### config.mk
export PLATFORM = sky130hd
export DESIGN_NAME = run_detector
export DESIGN_NICKNAME = d
export VERILOG_FILES = /design/src/rtl/run_detector_pkg.sv /design/src/rtl/sat_counter.sv /design/src/rtl/run_detector.sv
export SDC_FILE = /design/constraint.sdc
export NUM_CORES = 1
export LEC_CHECK = 0
export ABC_AREA = 1
export CORE_MARGIN = 2
export CORE_UTILIZATION = 40
export CTS_BUF_LIST = sky130_fd_sc_hd__clkbuf_8
export DETAILED_ROUTE_END_ITERATION = 8
export DONT_BUFFER_PORTS = 1
export PLACE_DENSITY = 0.61
export SLEW_MARGIN = 20
export SYNTH_ARGS = -nofsm -noshare
export SYNTH_HDL_FRONTEND = slang
export SYNTH_SLANG_ARGS = --single-unit
### constraint.sdc
create_clock -name clk_i -period 6.25 [get_ports clk_i]
set_clock_uncertainty 0.15 [all_clocks]
set_input_delay 0.625 -clock clk_i [delete_from_list [all_inputs] [get_ports clk_i]]
set_output_delay 0.625 -clock clk_i [all_outputs]
set_load 0.01 [all_outputs]
### src/rtl/run_detector_pkg.sv
// Shared constants for the run-length detector: detection mode encoding and
// the helper that decides whether a sample value is eligible for flagging.
package run_detector_pkg;

    localparam logic [1:0] MODE_OFF  = 2'b00;
    localparam logic [1:0] MODE_ZERO = 2'b01;
    localparam logic [1:0] MODE_ONE  = 2'b10;
    localparam logic [1:0] MODE_BOTH = 2'b11;

    function automatic logic mode_selects(input logic [1:0] mode, input logic bit_val);
        case (mode)
            MODE_OFF:  return 1'b0;
            MODE_ZERO: return ~bit_val;
            MODE_ONE:  return bit_val;
            MODE_BOTH: return 1'b1;
            default:   return 1'b0;
        endcase
    endfunction

endpackage

### src/rtl/sat_counter.sv
// Saturating up-counter. When clr and inc are both high the count restarts
// at 1, which lets the run counter begin a fresh run in a single cycle.
module sat_counter #(
    parameter int             W   = 4,
    parameter logic [W-1:0]   MAX = '1
) (
    input  logic         clk_i,
    input  logic         rst_n,
    input  logic         inc,
    input  logic         clr,
    output logic [W-1:0] cnt,
    output logic         at_max
);

    logic [W-1:0] base;

    always_comb begin
        base = clr ? '0 : cnt;
    end

    always_ff @(posedge clk_i or negedge rst_n) begin
        if (!rst_n) begin
            cnt <= '0;
        end else if (clr || inc) begin
            cnt <= (inc && (base != MAX)) ? base + 1'b1 : base;
        end
    end

    assign at_max = (cnt == MAX);

endmodule

### src/rtl/run_detector.sv
// Programmable run-length detector: flags samples that complete a run of at
// least run_len_i identical bits and counts each qualifying run once.
module run_detector
    import run_detector_pkg::*;
#(
    parameter int MAX_RUN = 15,
    parameter int CNT_W   = $clog2(MAX_RUN + 1),
    parameter int HIT_W   = 8
) (
    input  logic             clk_i,
    input  logic             rst_n,
    input  logic             clr_i,
    input  logic             valid_i,
    input  logic             a_i,
    input  logic [CNT_W-1:0] run_len_i,
    input  logic [1:0]       mode_i,
    output logic             flag_o,
    output logic             flag_val_o,
    output logic [CNT_W-1:0] run_cnt_o,
    output logic [HIT_W-1:0] hit_cnt_o,
    output logic             hit_ovf_o
);

    localparam logic [CNT_W-1:0] RUN_MAX = CNT_W'(MAX_RUN);

    logic [CNT_W-1:0] run_q;
    logic [CNT_W-1:0] run_n;
    logic [HIT_W-1:0] hit_q;
    logic             run_at_max;
    logic             hit_at_max;
    logic             last_q;
    logic             det_q;
    logic             ovf_q;
    logic             accept;
    logic             new_run;
    logic             hit;

    assign accept  = valid_i & ~clr_i;
    assign new_run = (run_q == '0) || (a_i != last_q);

    always_comb begin
        if (new_run) begin
            run_n = CNT_W'(1);
        end else if (run_at_max) begin
            run_n = run_q;
        end else begin
            run_n = run_q + 1'b1;
        end
    end

    assign flag_o     = accept && (run_len_i != '0) && (run_n >= run_len_i)
                        && mode_selects(mode_i, a_i);
    assign flag_val_o = flag_o & a_i;

    // A run already flagged on the previous sample is not counted again.
    assign hit = flag_o & ~(det_q & (a_i == last_q));

    sat_counter #(
        .W   (CNT_W),
        .MAX (RUN_MAX)
    ) u_run_cnt (
        .clk_i  (clk_i),
        .rst_n  (rst_n),
        .inc    (accept),
        .clr    (clr_i | (accept & new_run)),
        .cnt    (run_q),
        .at_max (run_at_max)
    );

    sat_counter #(
        .W   (HIT_W),
        .MAX ({HIT_W{1'b1}})
    ) u_hit_cnt (
        .clk_i  (clk_i),
        .rst_n  (rst_n),
        .inc    (hit),
        .clr    (clr_i),
        .cnt    (hit_q),
        .at_max (hit_at_max)
    );

    always_ff @(posedge clk_i or negedge rst_n) begin
        if (!rst_n) begin
            last_q <= 1'b0;
            det_q  <= 1'b0;
            ovf_q  <= 1'b0;
        end else if (clr_i) begin
            last_q <= 1'b0;
            det_q  <= 1'b0;
            ovf_q  <= 1'b0;
        end else if (valid_i) begin
            last_q <= a_i;
            det_q  <= flag_o;
            if (hit && hit_at_max) begin
                ovf_q <= 1'b1;
            end
        end
    end

    assign run_cnt_o = run_q;
    assign hit_cnt_o = hit_q;
    assign hit_ovf_o = ovf_q;

endmodule

# [Yosys cells after proc, flatten, opt, wreduce, memory -nomap -nowiden]
# Cells that the tools add are included.
[word_totals] register_bits=15
[op_classes] addsub=3 n_eq_ne=9 n_reduce_logical=15 bitwise=9 n_lt_le_gt_ge=1 mux=14
[ops] operator="$mux 4" count=4
[ops] operator="$mux 8" count=2
[ops] operator="$add 4x1->4 const B" count=2
[ops] operator="$add 8x1->8 const B" count=1
[ops] operator="$eq 8x8->1 const B" count=1
[ops] operator="$ne 8x8->1 const B" count=1
[ops] operator="$mux 1" count=7
[ops] operator="$logic_and 1x1->1" count=6
[ops] operator="$and 1x1->1" count=5
[ops] operator="$eq 2x2->1 const B" count=2
[ops] operator="$eq 4x4->1 const B" count=1
[ops] operator="$ge 4x4->1" count=1
[ops] operator="$logic_not 4->1" count=1
[ops] operator="$ne 4x4->1 const B" count=1
[ops] operator="$pmux 1 s4" count=1
[ops] operator="$reduce_bool 2->1" count=2
[ops] operator="$reduce_bool 4->1" count=1
[ops] operator="$logic_or 1x1->1" count=3
[ops] operator="$not 1->1" count=3
[ops] operator="$eq 2x1->1 const B" count=1
[ops] operator="$logic_not 2->1" count=1
[ops] operator="$reduce_and 2->1" count=1
[ops] operator="$eq 1x1->1" count=1
[ops] operator="$ne 1x1->1" count=1
[ops] operator="$or 1x1->1" count=1

# [Longest topological paths before layout]
# Gate-level depths: netlist (run 1).
[depth] ltp_word=11 mapped_depth=15

# [By module]
# From an unflattened synthesis (run 1), not the netlist that was laid out.
[unflattened] cells_unflattened=188 area_unflattened_um2=1292.5
[by_module_without_submodules] module="sat_counter at u_hit_cnt" area_per_inst_um2=568.0 cells_each=71 seq_area_each_um2=200.2 n_inst=1
[by_module_without_submodules] module="run_detector" area_per_inst_um2=462.9 cells_each=76 seq_area_each_um2=75.1 n_inst=1
[by_module_without_submodules] module="sat_counter at u_run_cnt" area_per_inst_um2=261.5 cells_each=41 seq_area_each_um2=100.1 n_inst=1

# [Worst setup path after synthesis (run 1)]
# No wires, ideal clock.
[synth_path] path_kind="flip-flop to output port" startpoint="reg u_run_cnt.cnt[0]" endpoint="out flag_val_o" path_stages_with_launch=13 arrival_ps=1800 t_required_ps=5475 slack_ps=3675 path_buffers=0 cell_sequence="dfrtp_1 inv_1 ha_1 nand3_2 nand2_1 a21oi_1 ha_1 nand2_1 nand2_1 nand2_1 nand3_1 nand2_1 nor2_1"
[synth_between] elab_chain_cells=7 elab_cells_between_ends=10 cone_classes="add/sub (1); order compare (1); eq/ne (1); mux (2); bitwise (1); reduce/logical (4)"
[synth_rtl] element="start, declared" line="sat_counter.sv:11" rtl="output logic [W-1:0] cnt,"
[synth_rtl] element="start signal, assigned" line="sat_counter.sv:25" rtl="cnt <= (inc && (base != MAX)) ? base + 1'b1 : base;"
[synth_rtl] element="$add 4x1->4 (tied with other cells)" line="run_detector.sv:47" rtl="run_n = run_q + 1'b1;"
[synth_rtl] element="$mux 4 or $logic_or 1x1->1 (tied branches)" line="run_detector.sv:44, run_detector.sv:39"
[synth_rtl] element="$mux 4 (*)" line="run_detector.sv:42" rtl="if (new_run) begin"
[synth_rtl] element="$ge 4x4->1 (*)" line="run_detector.sv:51" rtl="assign flag_o = accept && (run_len_i != '0) && (run_n >= run_len_i)"
[synth_rtl] element="$logic_and 1x1->1 (*)" line="run_detector.sv:51"
[synth_rtl] element="$logic_and 1x1->1 (*)" line="run_detector.sv:52" rtl="&& mode_selects(mode_i, a_i);"
[synth_rtl] element="$and 1x1->1 (*)" line="run_detector.sv:53" rtl="assign flag_val_o = flag_o & a_i;"
[synth_rtl] element="end, declared" line="run_detector.sv:18" rtl="output logic flag_val_o,"
# Mark *: on every way between the ends. The rest lies on a longest branch, timed or not.

# [Worst setup path in the final report (run 1)]
# Same ends and word-level chain as after synthesis.

==> reports/qor.csv, run 1 <==
stage,metric,value,unit
synth,synth_top_family_by_area,simple AND/OR/NAND/NOR gates,
synth,synth_cells,179,
final_layout,mostFrequentLayoutCells,"64 x nand2_1, 34 x inv_1, 15 x dfrtp_1, 14 x nor2_1",
cts,root_buffer,clkbuf_8,
timing,slew_headroom,0.5420,
worst_setup_path,cp_slowest_cell,dfrtp_1,
drt,drtIter0Drc,37,
worst_setup_path,rr_worst_depth,15,
floorplan,core_area,2978,µm²
worst_setup_path,cp.required,5.47,ns
synth,synthAdderAreaFrac,0.08138,
status,status,finished clean,
synth,synthMuxAreaShare,0,
synth,syn-num-nets,198,
cts,ctsHtreeMaxLevel,1,
synth,synth_warnings,0,
timing,max_freq,332.7,MHz
cts,clk_pin_slew,0.06,ns
final_layout,final_layout_size_suffix_gt1_frac,0.1033,
worst_setup_path,reg2reg_slack,3.85,ns
timing,drv_slew,0,
cts,cts-buffers-inserted,3,
placement,hpwlAfterDp,2.022,mm
min_path,min_path_type,reg -> reg,
synth,synthXorXnorAreaFrac,0.05595,
synth,synth_seq_cells,15,
cts,clock_sinks,15,
timing,finalCriticalPeriod,3.005,ns
final_layout,final_nets,204,
synth,post_synth_and_or_nand_nor_area_fraction,0.4110,
placement,io_buffers,0,
worst_setup_path,cp_slowest_stage_delay,0.45,ns
timing,setup_viol,0,
final_layout,syn_to_final_growth,7.833,%
worst_setup_path,critPathKind,reg -> out,
worst_setup_path,critical_path_arrival,2.23,ns
drt,avgViaCountPerCell,4.926,
cts,postCtsSetupBuffers,0,
worst_setup_path,worstSetupEndpoint,flag_val_o,
pwr,irDropWorstVdd,0.1172,mV
drt,num_vias,1069,
pwr,power.leakage,0.0007531,µW
global_routing,track_usage,0.1633,
final_layout,final_util,0.4454,
drt,drc_errors,0,
timing,rsz0062_at_grt,false,
timing,worst_pin_slew,0.6848,ns
final_layout,regArea,375.4,µm²
floorplan,rows,20,
synth,synth_compound_area_frac,0.03967,
floorplan,die_area,3534,µm²
drt,wl_per_cell,11.19,µm
worst_setup_path,cp_cell_sequence,inv_1 > ha_1 > nand3_2 > nand2_1 > a21oi_1 > ha_1 > nand2_1 > nand2_1 > nand2_1 > nand3_1 > nand2_1 > nor2_1,
global_routing,antenna_found_initial,0,
global_routing,grt-ovfl-total,0,
global_routing,grt_pass1_vias,1054,
worst_setup_path,crit_fanout,5,
synth,yosysSeqAreaShare,0.3052,
cts,cts_tree,yes,
pwr,power_density,155.9,nW/µm²
synth,synth_cell_types,23,
worst_setup_path,r2r_start,u_run_cnt.cnt[0],
worst_setup_path,cpMostUsedCell,nand2_1,
cts,cts_buffer_depth,2,
timing,tns,0,ns
timing,period_share,0.4809,
floorplan,die_h,59.45,µm
placement,gp_congestion,0.8002,
cts,clock_latency,0.24,ns
timing,hold_viol,0,
global_routing,grt_max_degree,16,
synth,syn_avg_cell_area,6.871,µm²
final_layout,fillerInstances,314,
job,drv_cap,0,
worst_setup_path,end_kind,primary output,
drt,finalWirelength,2.428,mm
worst_setup_path,reg2reg_to,u_run_cnt.cnt[0],
final_layout,multi_input_area,723.2,µm²
synth,synth_area,1230,µm²
drt,drtPass1Iterations,5,
floorplan,start_util,0.4130,
floorplan,die-width,59.45,µm
final_layout,diodes,0,
worst_setup_path,critPathLaunch,u_run_cnt.cnt[0],
worst_setup_path,startpoint_type,flop,
cts,ctsResizeCount,0,
global_routing,grt_pass1_wl,4.367,mm
cts,cts_hold_buf,1,
floorplan,top_level_ports,26,
final_layout,final_common_cell,nand2_1,
drt,ant_nets,0,
==> flip-flops by register name, summed over array words and instances (netlist names) <==
signal and cells:
u_hit_cnt.cnt 8, hit_ovf_o 1, u_run_cnt.cnt 4, det_q 1, last_q 1
==> power breakdown <==
part           total, µW  switching [µW]  internal, µW  leakage (µW)
Sequential           103            3.53          99.4      0.000206
Clock               74.1            30.8          43.3     0.0000269
Combinational       29.7            19.7          10.1      0.000520
Total                207            54.0           153      0.000753
==> cell type report <==
type	instances	area share
inverters	35	0.09906
well taps	33	0.03113
repair buffers	1	0.007547
clock inverters	1	0.002830
clock buffers	3	0.03113
multi-input cells	129	0.5453
flip-flops and latches	15	0.2830
==> per-layer routing <==
layer,global-route usage,share of wire,vias up
met2,0.2763,0.49,33
li1,-,-,556
met3,0.03057,0.058,2
met4,0.05844,0.0078,0
met5,0,0,-
met1,0.2060,0.45,478
==> worst min-delay path by stage <==
stage               slack, ns               end  startpoint  cells after the start
global placement         0.18  u_hit_cnt.cnt[6]       rst_n                      0
floorplan                0.18             det_q       rst_n                      0
global route             0.37            last_q         a_i                      1
CTS                      0.35             det_q       det_q                      2
finish                   0.34             det_q       det_q                      2
detailed placement       0.18         hit_ovf_o       rst_n                      0
==> per-stage QoR <==
step                      setup WS (ns)  cell area (µm²)  instances  power [µW]  hold WS [ns]
after floorplan                   3.675             1230        179       127.4        0.1794
after CTS                         3.223             1326        217       211.3        0.3514
after detailed placement          3.486             1271        212       132.7        0.1796
final                             3.245             1326        217       206.8        0.3409
after global routing              2.954             1326        217       221.8        0.3706
after global placement            3.548             1271        212       131.9        0.1797
==> worst max-delay path, delay by kind of cell (launching register included) <==
kind / cells / cell delay (ns)
AOI/OAI and AO/OA: 1 / 0.06
buffers and inverters: 1 / 0.15
DFF: 1 / 0.45
and+or+nand+nor: 8 / 0.86
adders and majority gates: 2 / 0.47
==> cell usage after synthesis <==
cell / n / share of area
a21oi_1: 4 / 0.016
a22o_1: 1 / 0.0071
dfrtp_1: 15 / 0.31
ha_1: 8 / 0.081
inv_1: 33 / 0.10
inv_2: 2 / 0.0061
nand2_1: 64 / 0.20
nand2_2: 2 / 0.010
nand2_4: 1 / 0.0092
nand3_1: 8 / 0.033
nand3_2: 3 / 0.024
nand3_4: 1 / 0.014
nand4_1: 3 / 0.015
nand4_2: 1 / 0.010
nor2_1: 14 / 0.043
nor2_2: 2 / 0.010
nor2_4: 2 / 0.018
nor2_8: 1 / 0.016
nor3_1: 3 / 0.012
o21ai_0: 4 / 0.016
xnor2_1: 1 / 0.0071
xnor2_2: 1 / 0.013
xor2_1: 5 / 0.036
==> logic make-up after synthesis <==
group / count (synthesis)
flops: 15
xor+xnor: 7
simple gates: 105
buf+inv: 35
compound gates: 9
fa+ha+maj: 8
(Power assumes the default switching activity.)
==> run 2: changes to the inputs <==
==> constraint.sdc (replaced) <==
create_clock -name clk_i -period 2.96 [get_ports clk_i]
set_clock_uncertainty 0.15 [all_clocks]
set_input_delay 0.296 -clock clk_i [delete_from_list [all_inputs] [get_ports clk_i]]
set_output_delay 0.296 -clock clk_i [all_outputs]
set_load 0.01 [all_outputs]
==> reports/qor.csv, run 2 (synthesized netlist as in run 1, its figures left out) <==
stage,metric,value,unit,change
timing,period_share,0.9096,,
cts,clock_latency,0.24,ns,about the same
cts,cts_tree,yes,,
cts,cts-buffers-inserted,3,,unchanged
drt,drc_errors,0,,unchanged
floorplan,die_h,59.45,µm,unchanged
floorplan,core_area,2978,µm²,unchanged
drt,drtIter0Drc,28,,-24%
min_path,min_path_type,in -> reg,,
timing,setup_viol,0,,unchanged
cts,root_buffer,clkbuf_8,,
final_layout,mostFrequentLayoutCells,"64 x nand2_1, 34 x inv_1, 14 x nor2_1, 13 x dfrtp_1",,
worst_setup_path,cp_slowest_stage_delay,0.51,ns,+0.06 ns
timing,max_freq,371.4,MHz,
final_layout,final_common_cell,nand2_1,,
drt,drtPass1Iterations,4,,-1
worst_setup_path,cp.required,2.51,ns,-2.96 ns
drt,avgViaCountPerCell,4.820,,-2.2%
global_routing,track_usage,0.1627,,-0.0006751
final_layout,syn_to_final_growth,8.036,%,
min_path,whs_endpoint,last_q,,
worst_setup_path,cp_cell_sequence,nand3_1 > xor2_1 > nand2_1 > nand3_1 > inv_1 > ha_1 > nand2_1 > inv_1 > nand2_1 > nand3_1 > nand2_1 > nor2_1,,
global_routing,grt_max_degree,16,,unchanged
timing,finalCriticalPeriod,2.692,ns,
worst_setup_path,critPathLaunch,u_run_cnt.cnt[2],,
worst_setup_path,r2r_start,u_run_cnt.cnt[2],,
worst_setup_path,end_kind,primary output,,
worst_setup_path,cp_slowest_cell,dfrtp_1,,
pwr,irDropWorstVdd,0.2270,mV,+94%
final_layout,layout.cells.non_filler,217,,unchanged
worst_setup_path,reg2reg_to,u_hit_cnt.cnt[4],,
placement,gp_congestion,0.8140,,+1.7%
final_layout,top_regs,"u_hit_cnt.cnt: 8 flops, u_run_cnt.cnt: 4 flops",,
timing,drv_slew,0,,unchanged
final_layout,top_register,u_hit_cnt.cnt,,
drt,ant_nets,0,,unchanged
worst_setup_path,critPathKind,reg -> out,,
job,drv_cap,0,,unchanged
cts,cts_buffer_depth,2,,unchanged
placement,dp_cells,212,,unchanged
cts,postCtsSetupBuffers,0,,unchanged
drt,wl_per_cell,11.49,µm,+2.7%
min_path,worstHoldPathCells,1,,-1
min_path,hp-start,a_i,,
status,status,finished clean,,
worst_setup_path,crit_fanout,7,,+2
timing,worst_pin_slew,0.7200,ns,+0.03521 ns
global_routing,grt_pass1_vias,1006,,-4.6%
floorplan,start_util,0.4130,,unchanged
worst_setup_path,startpoint_type,flop,,
cts,clk_pin_slew,0.06,ns,about the same
global_routing,grt_pass1_wl,4.333,mm,-0.78%
drt,finalWirelength,2.494,mm,+2.7%
timing,slew_headroom,0.5184,,-0.02355
pwr,power.leakage,0.0007502,µW,-0.39%
floorplan,top_level_ports,26,,unchanged
timing,tns,0,ns,unchanged
worst_setup_path,critical_path_arrival,2.25,ns,+0.02 ns
global_routing,grt-ovfl-total,0,,unchanged
cts,clock_sinks,15,,unchanged
cts,ctsHtreeMaxLevel,1,,unchanged
final_layout,largest_reg_flops,8,,unchanged
worst_setup_path,rr_worst_depth,13,,-2
floorplan,die-width,59.45,µm,unchanged
drt,num_vias,1046,,-2.2%
timing,hold_viol,0,,unchanged
floorplan,die_area,3534,µm²,unchanged
worst_setup_path,reg2reg_slack,0.59,ns,-3.26 ns
worst_setup_path,cpMostUsedCell,nand2_1,,
final_layout,final_nets,204,,unchanged
final_layout,final_layout_size_suffix_gt1_frac,0.1141,,+0.01087
final_layout,final_util,0.4462,,+0.0008400
placement,hpwlAfterDp,2.023,mm,about the same
final_layout,diodes,0,,unchanged
placement,io_buffers,0,,unchanged
global_routing,antenna_found_initial,0,,unchanged
pwr,power_density,333.3,nW/µm²,+110%
timing,rsz0062_at_grt,false,,
floorplan,rows,20,,unchanged
run 2: metal layers:
layer  global-route usage  vias to the layer above  routed length, µm  share of wire
met1               0.2105                      472               1196           0.48
li1                     -                      555                  -              -
met4              0.06818                        0                 19         0.0076
met2               0.2669                       17               1191           0.48
met5                    0                        -                  0              0
met3              0.02620                        2                 87          0.035
run 2: report_power, final:
group / leakage [µW] / internal, µW / switching, µW
logic: 0.000520 / 21.4 / 42.6
registers: 0.000204 / 210 / 7.27
clock network: 0.0000269 / 91.7 / 69.7
run 2: worst max-delay path by stage:
stage	to	slack, ns
global route	flag_val_o	0.02
finish	flag_val_o	0.27
floorplan	flag_val_o	0.71
global placement	flag_val_o	0.54
detailed placement	flag_val_o	0.52
CTS	flag_val_o	0.24
run 2: worst max-delay path: cells and delay by family (launching register included):
kind                     cells  cell delay, ns
XOR/XNOR                     1            0.22
flip-flops                   1            0.51
adder cells (fa/ha/maj)      1            0.30
AND/OR/NAND/NOR              8            0.87
buffers and inverters        2            0.10
run 2: what timing repair did:
item                                    CTS  global route
hold endpoints to repair                 15             0
hold buffers                              1             0
endpoints found under the setup margin    0             2
resized for setup                         0             2
run 2: final cells by class:
type / count / area, µm²
sequential: 15 / 377.9
tap: 33 / 41.29
timing repair buffer: 1 / 10.01
fill: 320 / 1649
clock buffer: 3 / 41.29
inverter: 35 / 131.4
clock inverter: 1 / 3.754
multi-input combinational: 129 / 723.2
run 2: per-stage QoR:
step | setup WS (ns) | power, µW | hold slack (ns) | instance area (µm²)
3_5_place_dp | 0.5154 | 280.6 | -0.1494 | 1271
3_3_place_gp | 0.5397 | 278.7 | -0.1493 | 1271
6_report | 0.2677 | 442.9 | 0.04361 | 1329
4_1_cts | 0.2364 | 450.2 | 0.03571 | 1326
5_1_grt | 0.01746 | 474.0 | 0.02822 | 1329
2_1_floorplan | 0.7142 | 269.0 | -0.1496 | 1230
==> RTL edit: new RTL, flow settings as in run 2 <==
Set the parameter `MAX_RUN` to 16 (it was 15).
--- a/src/rtl/run_detector.sv
+++ b/src/rtl/run_detector.sv
@@ -3,7 +3,7 @@
 module run_detector
     import run_detector_pkg::*;
 #(
-    parameter int MAX_RUN = 15,
+    parameter int MAX_RUN = 16,
     parameter int CNT_W   = $clog2(MAX_RUN + 1),
     parameter int HIT_W   = 8
 ) (
Interface: changed (resized run_cnt_o and run_len_i); port bits go from 26 to 28. No check against the original RTL was run, so the function may have changed too.
==> RTL edit against run 2 <==
  * Setup slack got worse by 0.013 ns
  * Combinational power fell by 8.0%
  * Total power rose by 1.0%
  * Design area rose by 12%
  * First-iteration DRC count rose by 57%
  * Area after synthesis rose by 13%
  * Sequential cell count rose by 1
  * Via count rose by 11%
  * Routed wire length rose by 18%
  * Critical path type unchanged
  * Largest power group unchanged
==> RTL edit: results (changes against run 2) <==
The run finished with clean final reports. The number of antenna violations at the first check in global routing is 0 (unchanged). The combinational gate power came to 0.0589 mW (-8.0%). The setup slack of the most critical reg-to-reg path is 0.52 ns (-0.07 ns). The vias after detailed routing came out at 1165 (+11%). The clock buffer and inverter area fraction after layout is 0.0277 (-0.00617). The post-synthesis net count came to 208 (+5.1%).

The number of antenna cells inserted was 0 (unchanged). The vias per cell is 4.96 (+2.8%). The switching power share of the total is 0.256 (-0.0141).

The flip-flop and latch area is 402 um2 (+6.3%). The number of buffers on the longest clock path was 2 (unchanged). The share of final-layout standard cells stronger than drive strength 1 was 0.138 (+0.0234). The number of multi-input combinational cells in the layout is 135 (+4.7%).

The H-tree depth came out at 1 (unchanged). The count of placed standard cells including taps is 230 (+8.5%). The post-synthesis async set-or-reset flop share came out at 1.00 (unchanged).

The final weighted congestion in routability-driven placement came to 0.753 (-7.5%). The non-clock inverter count in the final layout is 33 (-5.7%). The clock-pin transition on the worst setup and hold timing paths is 0.06 ns (about the same).

Yosys attributes the largest share of cell area to dfrtp_1 29%, nand2_1 15%, ha_1 9.0%, inv_1 7.3%, nor2_1 4.9%. The share of synthesized area occupied by flip-flops and latches came to 0.289 (-0.0159). The number of buffers other than clock buffers in the final layout is 2 (+1). The maximum number of pins on one net before global-route repair came out at 17 (+1). The slew at the pin closest to its max-slew limit came to 0.777 ns (+0.0567 ns). The number of fill cells is 342 (+6.9%).

The number of distinct library cells after synthesis was 28 (+22%). The maximum net fanout on the critical path came to 10 (+3). The cell count after synthesis came out at 186 (+3.9%). The total CTS buffers came out at 3 (unchanged). The first-pass GRT wire length came out at 5.22 mm (+20%). The half-perimeter wire length of the detailed placement result came to 2.41 mm (+19%). The global-route total usage across every layer is 0.166 (+0.00368).

The count of warnings emitted by yosys came out at 0 (unchanged). The arithmetic-cell share of the synthesized area counting full adders, half adders and majority gates is 0.0904 (+0.00903). The total wirelength of the detailed-routed design is 2.95 mm (+18%).

The initial DRC count is 44 (+57%). The non-clock buffering overhead in the final layout is 0.0118 (+0.00423). The clock latency of the later-clocked register in the worst-skew pair is 0.25 ns. The sequential cell count of the final layout was 16 (+1). The most used flip-flop cell after synthesis is dfrtp_1. In the final layout, the registers with the most flip-flops are u_hit_cnt.cnt (8), u_run_cnt.cnt (5). The leakage power total is 0.776 nW (+3.5%). The fraction of area in multi-input gates is 0.566 (+0.0213). In the synthesized netlist, the cells that appear most often are 54 x nand2_1, 27 x inv_1, 18 x nor2_1. The startpoint identified for the worst hold timing path is a_i. The arrival time of the worst setup path is 2.26 ns. The post-synthesis share of cell area spent on xor and xnor gates came out at 0.0633 (+0.00734). The total number of nets in the final design is 213 (+4.4%). The count of TritonRoute iterations in the first routing pass is 4 (unchanged). The number of max-cap violations came out at 0 (unchanged).

The largest stage delay on the critical path is 0.61 ns (+0.10 ns). Among all stages on the critical path, the largest delay is contributed by dfrtp_1. The compound-cell area share of the yosys netlist is 0.0506 (+0.0110). In this design, the largest share of critical-path delay is due to simple AND/OR/NAND/NOR gates.

The highest ir drop seen on vdd came out at 0.238 mV (+4.7%). The power attributed to sequential cells is 0.226 mW (+4%).
RTL edit: cell types whose count changed after synthesis, moves of 3 or more:
cell,run 2,this run
nand2_1,64,54
inv_1,33,27
nor2_1,14,18
nand3_1,8,11
nand3_2,3,0
nand4_1,3,6
xnor2_1,1,4
RTL edit: worst paths after layout:
check,to,depth (start not counted)
worst max register to register,u_hit_cnt.cnt[6]$_DFFE_PN0P_,13
worst max-delay path,flag_val_o,10
min in group asynchronous,u_hit_cnt.cnt[3]$_DFFE_PN0P_,1
max in group asynchronous,u_run_cnt.cnt[0]$_DFFE_PN0P_,1
worst min register to register,det_q$_DFFE_PN0P_,2
worst min-delay path,last_q$_DFFE_PN0P_,2
RTL edit: cells by family after synthesis:
logic type      after synthesis
flops                        16
fa+ha+maj                    10
compound gates                9
buf+inv                      35
xor+xnor                     10
simple gates                106
RTL edit: stage by stage:
step | total power [mW] | cell area [um2] | util | setup WS [ns] | hold slack, ns
global route | 0.475 | 1490 | 0.446 | 0.0364 | 0.0435
CTS | 0.454 | 1480 | 0.443 | 0.0576 | 0.0202
finish | 0.447 | 1490 | 0.446 | 0.255 | 0.0239
floorplan | 0.276 | 1380 | - | 0.591 | -0.150
global placement | 0.280 | 1430 | 0.427 | 0.426 | -0.149
detailed placement | 0.283 | 1430 | 0.427 | 0.337 | -0.149
RTL edit: layer usage:
layer | vias up | wire [um] | global-route usage
li1 | 594 | - | -
met1 | 542 | 1240 | 0.179
met2 | 24 | 1490 | 0.310
met3 | 5 | 174 | 0.0396
met4 | 0 | 42 | 0.0667
met5 | - | 0 | 0
RTL edit: what timing repair did:
action	4_1_cts	5_1_grt
hold endpoints to repair	16	0
buffers inserted	0	1
hold buffers	1	0
setup endpoints to repair	0	2
resized for setup	0	2
